## src/rtl/vend_coin_scheduler.sv

```systemverilog
// vend_coin_scheduler: two-slot coin buffer with round-robin feed into the
// vending FSM, credit/stock tracking, and refund diversion while sold out.
module vend_coin_scheduler #(
  parameter int unsigned DEPTH      = 4,
  parameter int unsigned STOCK_INIT = 8,
  parameter int unsigned PRICE      = 5
) (
  input  logic       sys_clk,
  input  logic       sys_rst_n,
  input  logic       pi_a_half,
  input  logic       pi_a_one,
  input  logic       pi_b_half,
  input  logic       pi_b_one,
  input  logic       pi_refill,
  output logic       po_money_half,
  output logic       po_money_one,
  output logic       po_refund_half,
  output logic       po_refund_one,
  output logic       po_src,
  output logic       po_err,
  output logic [2:0] po_credit,
  output logic [7:0] po_stock,
  output logic       po_sold_out
);

  localparam int unsigned AW = (DEPTH > 1) ? $clog2(DEPTH) : 1;
  localparam int unsigned CW = $clog2(DEPTH + 1);
  localparam int unsigned NS = 2;

  typedef enum logic {
    ST_VEND   = 1'b0,
    ST_REFUND = 1'b1
  } state_t;

  state_t state_q, state_d;

  // Per-slot FIFO storage; index 0 is slot A, index 1 is slot B.
  logic [DEPTH-1:0] mem_q [NS];
  logic [AW-1:0]    wp_q  [NS];
  logic [AW-1:0]    rp_q  [NS];
  logic [CW-1:0]    cnt_q [NS];

  logic [NS-1:0] coin_half, coin_one, coin_vld, coin_bad;
  logic [NS-1:0] nonempty, full, push, pop, drop;
  logic          pop_vld, serve, head;

  logic       last_q, last_d;
  logic       src_q, src_d;
  logic [2:0] credit_q, credit_d;
  logic [7:0] stock_q, stock_d;
  logic       money_half_q, money_half_d;
  logic       money_one_q, money_one_d;
  logic       refund_half_q, refund_half_d;
  logic       refund_one_q, refund_one_d;
  logic       err_q, err_d;
  logic       sold_out_q, sold_out_d;
  logic       sale;
  logic [3:0] credit_sum;

  assign coin_half = {pi_b_half, pi_a_half};
  assign coin_one  = {pi_b_one, pi_a_one};
  assign coin_vld  = coin_half ^ coin_one;
  assign coin_bad  = coin_half & coin_one;

  // FIFO occupancy flags.
  always_comb begin
    nonempty = '0;
    full     = '0;
    for (int s = 0; s < NS; s++) begin
      nonempty[s] = (cnt_q[s] != '0);
      full[s]     = (cnt_q[s] == CW'(DEPTH));
    end
  end

  // Round-robin pick: favour the slot not served last when both have coins.
  assign pop_vld = |nonempty;
  assign serve   = (&nonempty) ? ~last_q : nonempty[1];
  assign pop     = pop_vld ? (serve ? 2'b10 : 2'b01) : 2'b00;
  assign drop    = coin_vld & full & ~pop;
  assign push    = coin_vld & ~drop;
  assign head    = mem_q[serve][rp_q[serve]];

  // FIFO write/read pointers and occupancy counters.
  always_ff @(posedge sys_clk or negedge sys_rst_n) begin
    if (!sys_rst_n) begin
      for (int s = 0; s < NS; s++) begin
        mem_q[s] <= '0;
        wp_q[s]  <= '0;
        rp_q[s]  <= '0;
        cnt_q[s] <= '0;
      end
    end else begin
      for (int s = 0; s < NS; s++) begin
        if (push[s]) begin
          mem_q[s][wp_q[s]] <= coin_one[s];
          wp_q[s]           <= wp_q[s] + AW'(1);
        end
        if (pop[s]) begin
          rp_q[s] <= rp_q[s] + AW'(1);
        end
        if (push[s] && !pop[s]) begin
          cnt_q[s] <= cnt_q[s] + CW'(1);
        end else if (!push[s] && pop[s]) begin
          cnt_q[s] <= cnt_q[s] - CW'(1);
        end
      end
    end
  end

  // State register.
  always_ff @(posedge sys_clk or negedge sys_rst_n) begin
    if (!sys_rst_n) begin
      state_q <= ST_VEND;
    end else begin
      state_q <= state_d;
    end
  end

  // Next state, credit/stock update and output routing of the popped coin.
  always_comb begin
    state_d       = state_q;
    credit_d      = credit_q;
    stock_d       = stock_q;
    last_d        = last_q;
    src_d         = src_q;
    money_half_d  = 1'b0;
    money_one_d   = 1'b0;
    refund_half_d = 1'b0;
    refund_one_d  = 1'b0;
    err_d         = |(coin_bad | drop);
    sale          = 1'b0;
    credit_sum    = {1'b0, credit_q} + (head ? 4'd2 : 4'd1);

    if (pop_vld) begin
      last_d = serve;
      src_d  = serve;
      if (state_q == ST_VEND) begin
        money_half_d = ~head;
        money_one_d  = head;
        if (credit_sum >= 4'(PRICE)) begin
          sale     = 1'b1;
          credit_d = '0;
        end else begin
          credit_d = credit_sum[2:0];
        end
      end else begin
        refund_half_d = ~head;
        refund_one_d  = head;
      end
    end

    if (sale && pi_refill) begin
      stock_d = 8'(STOCK_INIT - 1);
    end else if (sale) begin
      stock_d = stock_q - 8'd1;
      if (stock_q == 8'd1) begin
        state_d = ST_REFUND;
      end
    end else if (pi_refill) begin
      stock_d = 8'(STOCK_INIT);
      state_d = ST_VEND;
    end

    sold_out_d = (state_d == ST_REFUND);
  end

  // Registered outputs and bookkeeping.
  always_ff @(posedge sys_clk or negedge sys_rst_n) begin
    if (!sys_rst_n) begin
      last_q        <= 1'b1;
      src_q         <= 1'b0;
      credit_q      <= '0;
      stock_q       <= 8'(STOCK_INIT);
      money_half_q  <= 1'b0;
      money_one_q   <= 1'b0;
      refund_half_q <= 1'b0;
      refund_one_q  <= 1'b0;
      err_q         <= 1'b0;
      sold_out_q    <= 1'b0;
    end else begin
      last_q        <= last_d;
      src_q         <= src_d;
      credit_q      <= credit_d;
      stock_q       <= stock_d;
      money_half_q  <= money_half_d;
      money_one_q   <= money_one_d;
      refund_half_q <= refund_half_d;
      refund_one_q  <= refund_one_d;
      err_q         <= err_d;
      sold_out_q    <= sold_out_d;
    end
  end

  assign po_money_half  = money_half_q;
  assign po_money_one   = money_one_q;
  assign po_refund_half = refund_half_q;
  assign po_refund_one  = refund_one_q;
  assign po_src         = src_q;
  assign po_err         = err_q;
  assign po_credit      = credit_q;
  assign po_stock       = stock_q;
  assign po_sold_out    = sold_out_q;

endmodule

```

## config.mk

```make
export PLATFORM = sky130hd
export DESIGN_NAME = vend_coin_scheduler
export DESIGN_NICKNAME = d
export VERILOG_FILES = /design/src/rtl/vend_coin_scheduler.sv
export SDC_FILE = /design/constraint.sdc
export NUM_CORES = 1
export LEC_CHECK = 0
export BUFFER_PORTS_ARGS = -buffer_cell sky130_fd_sc_hd__buf_2
export CORE_MARGIN = 4
export CORE_UTILIZATION = 32
export DETAILED_ROUTE_END_ITERATION = 16
export PLACE_DENSITY = 0.6
export SYNTH_ARGS = -nofsm -noshare
export SYNTH_HDL_FRONTEND = slang
export SYNTH_SLANG_ARGS = --single-unit
```

## constraint.sdc

```tcl
create_clock -name sys_clk -period 3.6 [get_ports sys_clk]
set_clock_uncertainty 0.1 [all_clocks]
set_input_delay 0.54 -clock sys_clk [delete_from_list [all_inputs] [get_ports sys_clk]]
set_output_delay 0.54 -clock sys_clk [all_outputs]
set_load 0.03 [all_outputs]
```

Word-level counts from Yosys, hierarchy flattened
Index checks and enable logic that the tools add are counted.
- register bits after elaboration: 41
- output and inout bits: 18
- add/subtract/negate cells: 10
- magnitude comparators: 7
- eq/ne operators: 4
- mux-type cells: 40
- bitwise gates (word level): 13
- reductions and logical operators: 22
- operators by type and width (kind ; number):
    $mux W8 ; 3
    $mux W1 ; 18
    $mux W3 ; 5
    $mux W2 ; 6
    $mux W4 ; 3
    $lt A2 B3 Y1 const B ; 3
    $reduce_bool A3 Y1 ; 3
    $add A2 B1 Y2 const B ; 4
    $and A2 B2 Y2 ; 4
    $bwmux W4 ; 2
    $eq A8 B1 Y1 const B ; 1
    $sub A8 B1 Y8 const B ; 1
    $logic_and A1 B1 Y1 ; 7
    $add A3 B1 Y3 const B ; 2
    $eq A3 B3 Y1 const B ; 2
    $reduce_bool A2 Y1 ; 3
    $sub A3 B1 Y3 const B ; 2
    $add A3 B2 Y4 ; 1
    $demux W1 S2 ; 2
    $ge A2 B1 Y1 const B ; 2
    $ge A4 B3 Y1 const B ; 1
    $logic_not A1 Y1 ; 4
    $not A1 Y1 ; 4
    $not A2 Y2 ; 2
    other kinds (9) ; 11

Depth between registers and ports, before layout
Gate-level depths: netlist (run 1).
- word-level depth: 18
- depth in mapped cells: 12
- gate-level depth less buffers: 10

Least setup slack after synthesis (run 1)
OpenSTA, ideal clock, no wires.
- path type: reg2reg
- from: reg cnt_q[0] (netlist bit)
- to: reg stock_q[3], in the netlist po_stock[3]
- setup time: 0.083 ns
- data arrival time: 3.174 ns
- setup slack: 0.242 ns
- cell stages (with the launch flop): 13
- buffers on the path: 2
- period minus slack after synthesis: 3.358 ns
- path through: dfrtp_1 or3_1 buf_6 nand2_2 mux2_2 inv_1 ha_1 fa_1 nor2_1 a2bb2oi_1 clkbuf_1 nor3b_1 o32a_1
- longest elaborated chain between the ends: 17
- RTL lines (what ; RTL line ; text):
    start: declaration ; 41 ; logic [CW-1:0] cnt_q [NS];
    start signal: indexed assignment ; 102 ; cnt_q[s] <= cnt_q[s] + CW'(1);
    start signal: indexed assignment ; 104 ; cnt_q[s] <= cnt_q[s] - CW'(1);
    $reduce_bool A3 Y1 (*) ; 70 ; nonempty[s] = (cnt_q[s] != '0);
    $reduce_and A2 Y1 ; 77 ; assign serve = (&nonempty) ? ~last_q : nonempty[1];
    $mux W1 ; 77 ;
    $not A1 Y2 (not written as such) ; 81 ; assign head = mem_q[serve][rp_q[serve]];
    $mux W4 (not written as such) / $mux W2 (equally long branches) (3 in series) ; 81 ;
    $bmux W1 S2 ; 81 ;
    $mux W1 (not written as such) ; 81 ;
    $mux W2 ; 132 ; credit_sum = {1'b0, credit_q} + (head ? 4'd2 : 4'd1);
    $add A3 B2 Y4 ; 132 ;
    $ge A4 B3 Y1 ; 140 ; if (credit_sum >= 4'(PRICE)) begin
    $mux W1 ; 140 ;
    $mux W1 ; 137 ; if (state_q == ST_VEND) begin
    $mux W1 (*) ; 134 ; if (pop_vld) begin
    $mux W8 / $logic_and A1 B1 Y1 (equally long branches) ; 154, 152 ;
    $mux W8 / $reduce_bool A3 Y1 (equally long branches) ; -- ;
    end signal: assignment ; 173 ; stock_q <= 8'(STOCK_INIT);
    end signal: assignment ; 184 ; stock_q <= stock_d;
    end: declaration ; 50 ; logic [7:0] stock_q, stock_d;
Every way passes the cells marked *; elsewhere a longest branch is shown, timed or not. The select of a mux whose other input is x is not followed.
A chain may end at the register's enable or synchronous reset.

Final worst setup path (run 1)
- from: reg cnt_q[5] (netlist bit)
- to: reg stock_q[6], in the netlist po_stock[6]
The elaborated chain is that of the path after synthesis.

==> impl_metrics.yaml, run 1 <==
run_status:
  outcome: "finished, final reports clean"
setup_path:
  crit_path_end_kind: "register"
  cp_slowest_cell: "fa_1"
  path_class: "reg2reg"
  crit_required_ns: 3.67
  worstPathCellList: "o31ai_2 > nand2_2 > mux2_2 > inv_1 > ha_1 > fa_1 > nor2_1 > a2bb2oi_1 > buf_4 > nor4_1 > mux2_2"
  critPathArrivalTime_ns: 3.41
  rr_endpoint: "po_stock[6]"
  path_max_fanout: 14
  crit_path_frequent_cell: "mux2_2"
  startpoint_type: "register"
  ff2ff_setup_slack_ns: 0.27
  max_stage_delay_ns: 0.52
  timing.rr.start: "cnt_q[5]"
  reg2reg_depth: 11
detailed_routing:
  ant_nets: 0
  first_iter_violations: 35
  drc: 0
  vias: 1436
  dr.pass1.iters: 4
  via_per_inst: 4.84
  routed_wl_um: 3850
  routedWlPerCell_um: 13.0
floorplanning:
  coreArea_um2: 6490
  io_pins: 25
  die_h_um: 90.8
  fp.dieW_um: 90.8
  dieArea_um2: 8240
  rows: 29
  start_util_pct: 33.8
run:
  maxCapViolations: 0
power:
  p_sw_share_pct: 42.0
  seqPwrFrac_pct: 33.0
  p_int_mw: 1.54
  p_per_area_nw_per_um2: 1070
  switchingPower_mw: 1.12
  ir_drop_mv: 0.306
  p_leak_nw: 1.15
  clock_power_share_pct: 11.5
  pwr-share-comb_pct: 55.5
placed_design:
  dp_hpwl_um: 2900
  post-place-ws_ns: 0.262
  io_buffer_count: 24
  place.gp.congestion: 0.759
logic_synthesis:
  synthFlopType: "dfrtp_1"
  yosysSeqAreaShare_pct: 46.9
  synth-edff-count: 0
  synthCells: 190
  netlist.area_leader.share_pct: 44.5
  yosys_warnings: 0
  ys_seq_elements: 41
  synthArstFlopShare_pct: 100
  synth.area.top_cells: "dfrtp_1, ha_1, mux2_1, xnor2_1, inv_1"
  synthesis.nets: 216
  synth_top_area_cell: "dfrtp_1"
  netlist_area_um2: 2190
  syn_area_per_cell_um2: 11.5
  yosysUniqueCellTypes: 45
sta:
  tns_ns: 0
  relSlewSlack_pct: 40.3
  hold_violations: 0
  tightest_slew_ns: 0.896
  maxSlewViolCount: 0
  fmax_mhz: 300
  setup_violations: 0
  worst_slack_ns: 0.265
  rsz0062_at_grt: "no"
  fin_crit_ns: 3.33
  finalCritPeriodShare_pct: 92.6
layout:
  synthToLayoutAreaGrowth_pct: 13.6
  layout-drive-gt1-share_pct: 22.3
  nNetsFinal: 245
  antenna_cells: 0
global_route:
  grt_overflow_total: 0
  track_usage_pct: 9.84
  grt_pass1_wl_um: 6640
  grt_max_degree: 42
  antenna_found_initial: 0
  first_global_vias: 1433
clock_tree:
  htree_levels: 2
  ctsResizeCount: 0
  clock_latency_ns: 0.29
  max-clock-path-buffers: 2
  cts_tree: "built"
  post_cts_buffers: 0
  cts-root-buf: "clkbuf_8"
  cts_buffers: 5
  cts-hold-fix-buffers: 0
  clk_pin_slew_ns: 0.07
  cts_sinks: 41
min_path:
  hold_class: "in2async"
==> synth_stat cells, types with 3 or more instances <==
cell type and instances:
a21oi_1 3, dfrtp_1 39, fa_1 3, ha_1 16, inv_1 17, mux2_1 9
mux2_2 5, nand2_1 11, nand3_1 8, nor2_1 14, nor2b_1 3, nor4_1 3
o21ai_0 3, o31ai_1 3, or3_1 3, xnor2_1 10, xor2_1 4
==> layout by cell type, fill, tap and decap left out, drive strengths merged <==
| cell | synthesis | layout |
|---|---|---|
| or4 | 2 | 2 |
| or4b | 1 | 1 |
| nor4 | 3 | 3 |
| buf | 3 | 27 |
| o311ai | 1 | 1 |
| or3 | 3 | 3 |
| nor3b | 1 | 1 |
| a2bb2oi | 2 | 2 |
| nor4b | 1 | 1 |
| a211o | 1 | 1 |
| dfrtp | 39 | 39 |
| xor2 | 4 | 4 |
| o22ai | 1 | 1 |
| o31ai | 4 | 4 |
| o32a | 1 | 1 |
| mux4 | 2 | 2 |
| nand2 | 13 | 13 |
| clkbuf | 2 | 8 |
| nor2b | 3 | 3 |
| a21o | 1 | 1 |
| nor2 | 14 | 14 |
| mux2 | 14 | 14 |
| fa | 3 | 3 |
| inv | 17 | 17 |
| o21a | 1 | 1 |
| nand2b | 1 | 1 |
| a22o | 2 | 2 |
| a41oi | 1 | 1 |
| a21oi | 3 | 3 |
| o221ai | 1 | 1 |
| a31oi | 1 | 1 |
| xnor2 | 10 | 10 |
| ha | 16 | 16 |
| nand3 | 8 | 8 |
| o21ai | 4 | 4 |
| dfstp | 2 | 2 |
| a2111oi | 1 | 1 |
| or2 | 2 | 2 |
| nor3 | 1 | 1 |
==> critical path: cells and delay by family (launching register included) <==
family	cells	cell delay [ns]
flip-flops	1	0.45
AND/OR/NAND/NOR	3	0.47
AO/OA/AOI/OAI	2	0.55
buffers and inverters	2	0.27
multiplexers	2	0.66
adder cells (fa/ha/maj)	2	0.73
==> cell families after synthesis <==
| logic type | share of synthesized area (%) |
|---|---|
| AO/OA/AOI/OAI | 9.87 |
| XOR/XNOR | 5.59 |
| adder cells (fa/ha/maj) | 11.9 |
| buffers and inverters | 4.34 |
| flip-flops | 46.9 |
| multiplexers | 9.24 |
| AND/OR/NAND/NOR | 12.2 |
==> how the worst max path moves through the flow <==
stage	startpoint	to	slack, ns	cells past startpoint
2_1_floorplan	cnt_q[0]	po_stock[3]	0.24	12
3_3_place_gp	cnt_q[5]	po_stock[6]	0.34	11
5_1_grt	cnt_q[5]	po_stock[4]	0.04	11
3_5_place_dp	cnt_q[5]	po_stock[6]	0.26	11
4_1_cts	cnt_q[5]	po_stock[6]	0.24	11
6_report	cnt_q[5]	po_stock[6]	0.27	11
==> sequential cells by signal, indices dropped and copies added (netlist names) <==
register,flops
cnt_q,6
last_q,1
mem_q,8
rp_q,4
po_err,1
po_src,1
po_refund_half,1
wp_q,4
po_stock,8
po_money_half,1
po_sold_out,1
po_credit,3
po_refund_one,1
po_money_one,1
==> power by group through the flow <==
stage               sequential, mW  combinational [mW]  clock, mW
finish                       0.879                1.48      0.305
floorplan                    0.974                1.07          0
CTS                          0.882                1.50      0.318
global route                 0.912                1.68      0.334
global placement             0.882                1.46          0
detailed placement           0.889                1.49          0
==> per-layer routing <==
layer | part of all wire (%) | vias up | track usage (%)
li1 | - | 719 | -
met1 | 49 | 686 | 12.8
met2 | 47 | 25 | 15.9
met3 | 3.7 | 6 | 2.92
met4 | 1.0 | 0 | 2.89
met5 | 0 | - | 0
==> layout make-up <==
| class | instances | area [µm²] |
|---|---|---|
| fillers | 632 | 4000 |
| multi-input cells | 127 | 1070 |
| flip-flops and latches | 41 | 1030 |
| repair buffers | 27 | 143 |
| well taps | 77 | 96.3 |
| clock buffers | 8 | 90.1 |
| inverters | 17 | 63.8 |
==> stage by stage <==
step	power (mW)	utilization (%)	cells	hold WS, ns	area (µm²)
2_1_floorplan	2.04	-	190	0.144	2190
3_3_place_gp	2.35	37.0	289	0.372	2400
3_5_place_dp	2.38	37.0	289	0.373	2400
4_1_cts	2.70	38.4	297	0.314	2490
5_1_grt	2.93	38.4	297	0.370	2490
6_report	2.66	38.4	297	0.278	2490
No activity file was read; power rests on OpenSTA's default activity.
==> run 2, diff against run 1 <==
--- a/config.mk
+++ b/config.mk
@@ -7,2 +7,3 @@
 export LEC_CHECK = 0
+export ABC_AREA = 1
 export BUFFER_PORTS_ARGS = -buffer_cell sky130_fd_sc_hd__buf_2
@@ -11,2 +12,3 @@
 export DETAILED_ROUTE_END_ITERATION = 16
+export MAX_ROUTING_LAYER = met4
 export PLACE_DENSITY = 0.6
--- a/constraint.sdc
+++ b/constraint.sdc
@@ -4,2 +4,2 @@
 set_output_delay 0.54 -clock sys_clk [all_outputs]
-set_load 0.03 [all_outputs]
+set_load 0.005 [all_outputs]
==> impl_metrics.yaml, run 2 <==
layout:
  synthToLayoutAreaGrowth_pct: 13.2
  multiInputGateArea_um2: 1200
  mostFrequentLayoutCells: "nand2_1, dfrtp_1, inv_1"
  final_common_cell: "nand2_1"
  nFillCells: 786
  fin_area_um2: 2720
  antenna_cells: 0
  layout-drive-gt1-share_pct: 16.8
  regArea_um2: 1030
  fin_cells: 409
  nNetsFinal: 335
power:
  clock_power_share_pct: 12.3
  seqPwrFrac_pct: 30.0
  p_per_area_nw_per_um2: 1100
  p_leak_nw: 1.38
  p_sw_share_pct: 47.5
  ir_drop_mv: 0.300
  pwr-share-comb_pct: 57.7
  p_int_mw: 1.57
  switchingPower_mw: 1.42
sta:
  maxSlewViolCount: 0
  relSlewSlack_pct: 38.6
  fin_crit_ns: 3.17
  rsz0062_at_grt: "no"
  tightest_slew_ns: 0.921
  worst_slack_ns: 0.430
  finalCritPeriodShare_pct: 88.0
  hold-worst-slack_ns: 0.281
  hold_violations: 0
  setup_violations: 0
  tns_ns: 0
  fmax_mhz: 315
clock_tree:
  cts-root-buf: "clkbuf_8"
  post_cts_buffers: 0
  max-clock-path-buffers: 2
  clock_latency_ns: 0.29
  htree_levels: 2
  cts-hold-fix-buffers: 0
  ctsResizeCount: 0
  clk_pin_slew_ns: 0.08
  cts_sinks: 41
  cts_tree: "built"
  cts_buffers: 5
logic_synthesis:
  synthArstFlopShare_pct: 100
  yosysSeqAreaShare_pct: 42.8
  netlist.area_leader.share_pct: 40.6
  yosysUniqueCellTypes: 30
  synthesis.nets: 308
  yosys_warnings: 0
  syn_area_per_cell_um2: 8.52
  synth_top_area_cell: "dfrtp_1"
  synth-edff-count: 0
  synthCells: 282
  synth.area.top_cells: "dfrtp_1, nand2_1, ha_1, inv_1, nand3_1"
  yosys.cell_count.top_type: "nand2_1"
  ys_seq_elements: 41
  synthFlopType: "dfrtp_1"
  ys_top_cells_by_count: "nand2_1, dfrtp_1, inv_1"
  netlist_area_um2: 2400
placed_design:
  place.gp.congestion: 0.834
  placement.cell_area_um2: 2610
  io_buffer_count: 24
  numPlacedInstances: 401
  dp_hpwl_um: 3500
  post-place-ws_ns: 0.441
setup_path:
  crit_path_end_kind: "register"
  crit_required_ns: 3.69
  timing.rr.start: "cnt_q[0]"
  path_max_fanout: 16
  crit_path_frequent_cell: "nand2_1"
  max_stage_delay_ns: 0.43
  critPathTopFamily: "simple AND/OR/NAND/NOR gates"
  ff2ff_setup_slack_ns: 0.43
  rr_endpoint: "po_stock[0]"
  reg2reg_depth: 18
  path_class: "reg2reg"
  cp_slowest_cell: "dfrtp_1"
  critical_path_buf_inv_count: 2
  critPathArrivalTime_ns: 3.26
  worstPathCellList: "nor2_2 > nand2_2 > nand2_4 > nand2_1 > nand2_1 > nand2_1 > nand3_1 > nand2_1 > ha_1 > fa_1 > xor2_1 > nand2_1 > nand2_1 > nand2_2 > inv_2 > nor2_4 > a21oi_1 > inv_1"
  startpoint_type: "register"
global_route:
  grt_overflow_total: 0
  track_usage_pct: 11.8
  first_global_vias: 1755
  grt_pass1_wl_um: 8040
  antenna_found_initial: 0
  grt_max_degree: 42
floorplanning:
  coreArea_um2: 7290
  rows: 31
  start_util_pct: 33.0
  io_pins: 25
  die_h_um: 94.7
  dieArea_um2: 8960
  fp.dieW_um: 94.7
detailed_routing:
  dr.pass1.iters: 4
  vias: 1810
  ant_nets: 0
  routedWlPerCell_um: 11.4
  via_per_inst: 4.43
  first_iter_violations: 94
  routed_wl_um: 4670
  drc: 0
run:
  maxCapViolations: 0
run_status:
  outcome: "finished, final reports clean"
min_path:
  hold_class: "in2async"
## run 2: cell count changes after synthesis, sizes merged, moves of 4 or more
cell    change
a21oi       +7
o21ai      +12
xnor2       -7
nand2      +69
nor2        +7
nand4       +5
mux2       -12
nand3b      +4
xor2        +4
nand3      +15
inv        +20
## run 2: cell type report
type	count	share of cell area, %
inverter	37	5.10
timing repair buffer	24	4.41
clock inverter	2	1.29
sequential	41	37.8
tap	99	4.55
clock buffer	6	2.67
multi-input combinational	200	44.2
## run 2: kinds of logic (layout without fill, tap and decap cells)
group | count (synthesis) | after routing | synth area share (%)
mux | 2 | 2 | 0.937
compound gates | 29 | 29 | 7.03
simple gates | 139 | 139 | 27.2
xor+xnor | 11 | 11 | 4.01
flops | 41 | 41 | 42.8
fa+ha+maj | 19 | 19 | 10.8
buf+inv | 41 | 69 | 7.18
## run 2: how the worst max path moves through the flow
| stage | start | end | cells past startpoint |
|---|---|---|---|
| 4_1_cts | cnt_q[0] | po_stock[0] | 18 |
| 3_5_place_dp | cnt_q[0] | po_stock[0] | 18 |
| 2_1_floorplan | cnt_q[3] | po_stock[2] | 18 |
| 5_1_grt | cnt_q[0] | po_stock[0] | 18 |
| 6_report | cnt_q[0] | po_stock[0] | 18 |
| 3_3_place_gp | cnt_q[0] | po_stock[0] | 18 |
## run 2: stage by stage
| stage | power, mW | utilization [%] |
|---|---|---|
| 3_3_place_gp | 2.60 | 35.8 |
| 5_1_grt | 3.36 | 37.3 |
| 2_1_floorplan | 2.27 | - |
| 4_1_cts | 3.02 | 37.3 |
| 3_5_place_dp | 2.64 | 35.8 |
| 6_report | 2.99 | 37.3 |
## run 2: power by group through the flow
stage	clock (mW)	sequential (mW)	combinational, mW
after floorplan	0	0.873	1.40
after detailed placement	0	0.909	1.73
after global routing	0.397	0.931	2.03
after global placement	0	0.902	1.70
after CTS	0.378	0.900	1.74
final	0.368	0.895	1.72
## run 2: routing by layer
layer / wire length [µm] / GRT usage, %
met4: 82 / 4.69
met3: 141 / 2.63
met5: 0 / -
met1: 2290 / 14.5
met2: 2160 / 18.9
==> run 3, diff against run 2 <==
BUFFER_PORTS_ARGS = -buffer_cell sky130_fd_sc_hd__buf_4   (was -buffer_cell sky130_fd_sc_hd__buf_2)
==> impl_metrics.yaml, run 3 (synthesis results as in run 2) <==
sta:
  fmax_mhz: 314
  setup_violations: 0
  finalCritPeriodShare_pct: 88.5
  maxSlewViolCount: 0
  tns_ns: 0
  relSlewSlack_pct: 65.4
  fin_crit_ns: 3.18
  rsz0062_at_grt: "no"
  worst_slack_ns: 0.415
  tightest_slew_ns: 0.520
  hold_violations: 0
floorplanning:
  die_h_um: 94.7
  rows: 31
  coreArea_um2: 7290
  start_util_pct: 33.0
  fp.dieW_um: 94.7
  io_pins: 25
  dieArea_um2: 8960
power:
  p_per_area_nw_per_um2: 1070
  p_leak_nw: 1.39
  ir_drop_mv: 0.342
run_status:
  outcome: "finished, final reports clean"
global_route:
  grt_overflow_total: 0
  antenna_found_initial: 0
  first_global_vias: 1811
  track_usage_pct: 11.4
  grt_pass1_wl_um: 7820
  grt_max_degree: 42
setup_path:
  crit_path_end_kind: "register"
  path_max_fanout: 16
  cp-startpoint: "cnt_q[0]"
  startpoint_type: "register"
  timing.rr.start: "cnt_q[0]"
  crit_required_ns: 3.69
  path_class: "reg2reg"
  critPathArrivalTime_ns: 3.28
placed_design:
  io_buffer_count: 24
  post-place-ws_ns: 0.414
  place.gp.congestion: 0.808
  dp_hpwl_um: 3390
run:
  maxCapViolations: 0
clock_tree:
  cts_tree: "built"
  cts_buffers: 5
  htree_levels: 2
  cts_sinks: 41
  clk_pin_slew_ns: 0.08
  post_cts_buffers: 0
  cts-root-buf: "clkbuf_8"
  clock_latency_ns: 0.29
  max-clock-path-buffers: 2
  ctsResizeCount: 0
  cts-hold-fix-buffers: 0
detailed_routing:
  first_iter_violations: 60
  dr.pass1.iters: 5
  routed_wl_um: 4490
  drc: 0
  routedWlPerCell_um: 11.0
  via_per_inst: 4.44
  vias: 1815
  ant_nets: 0
layout:
  layout-drive-gt1-share_pct: 17.1
  synthToLayoutAreaGrowth_pct: 15.3
  fin_util_pct: 38.0
  mostFrequentLayoutCells: "nand2_1, dfrtp_1, inv_1"
  nFillCells: 793
  multiInputGateArea_um2: 1200
  regArea_um2: 1030
  final_common_cell: "nand2_1"
  antenna_cells: 0
  nNetsFinal: 335
min_path:
  hold_class: "in2async"
## run 3: through the flow
stage | std cells | hold slack [ns] | area [µm²] | total power, mW
2_1_floorplan | 282 | 0.144 | 2400 | 2.27
3_3_place_gp | 401 | 0.354 | 2670 | 2.64
3_5_place_dp | 401 | 0.360 | 2670 | 2.67
4_1_cts | 409 | 0.128 | 2770 | 3.00
5_1_grt | 409 | 0.150 | 2770 | 3.33
6_report | 409 | 0.115 | 2770 | 2.96
## run 3: final cells by class
type	count	share of cell area [%]
Inverter	37	5.01
Clock buffer	6	2.98
Tap cell	99	4.47
Clock inverter	2	0.497
Sequential cell	41	37.1
Multi-Input combinational cell	200	43.4
Timing Repair Buffer	24	6.50
## run 3: path summary, 6_finish.rpt
check	slack [ns]	end	depth (start not counted)
setup reg to reg	0.42	po_stock[1]	18
hold reg to reg	0.37	rp_q[3]	1
setup / recovery	0.42	po_stock[1]	18
hold / removal	0.11	wp_q[1]	1
min in group sys_clk	0.37	rp_q[3]	1
max in group asynchronous	2.92	po_stock[3]	1
## run 3: power breakdown
| group | switching, mW | total, mW | internal [mW] |
|---|---|---|---|
| sequential | 0.193 | 0.897 | 0.704 |
| clock | 0.162 | 0.318 | 0.155 |
| combinational | 1.05 | 1.75 | 0.696 |
| total | 1.41 | 2.96 | 1.56 |
## run 3: per-layer routing
layer | GRT usage [%] | vias to the layer above | part of all wire [%]
met5 | - | - | 0
met4 | 5.17 | 0 | 1.6
met3 | 2.15 | 6 | 2.5
met2 | 18.7 | 21 | 47
met1 | 13.5 | 837 | 48
li1 | - | 951 | -
## run 3: worst max-delay path, cell delays in order (launching register included)
cell	delay, ns
dfrtp_1	0.44
nor2_2	0.18
nand2_2	0.20
nand2_4	0.23
nand2_1	0.09
nand2_1	0.13
nand2_1	0.06
nand3_1	0.07
nand2_1	0.09
ha_1	0.22
fa_1	0.39
xor2_1	0.24
nand2_1	0.08
nand2_1	0.08
nand2_2	0.13
inv_2	0.13
nor2_4	0.05
a21oi_1	0.12
inv_1	0.05
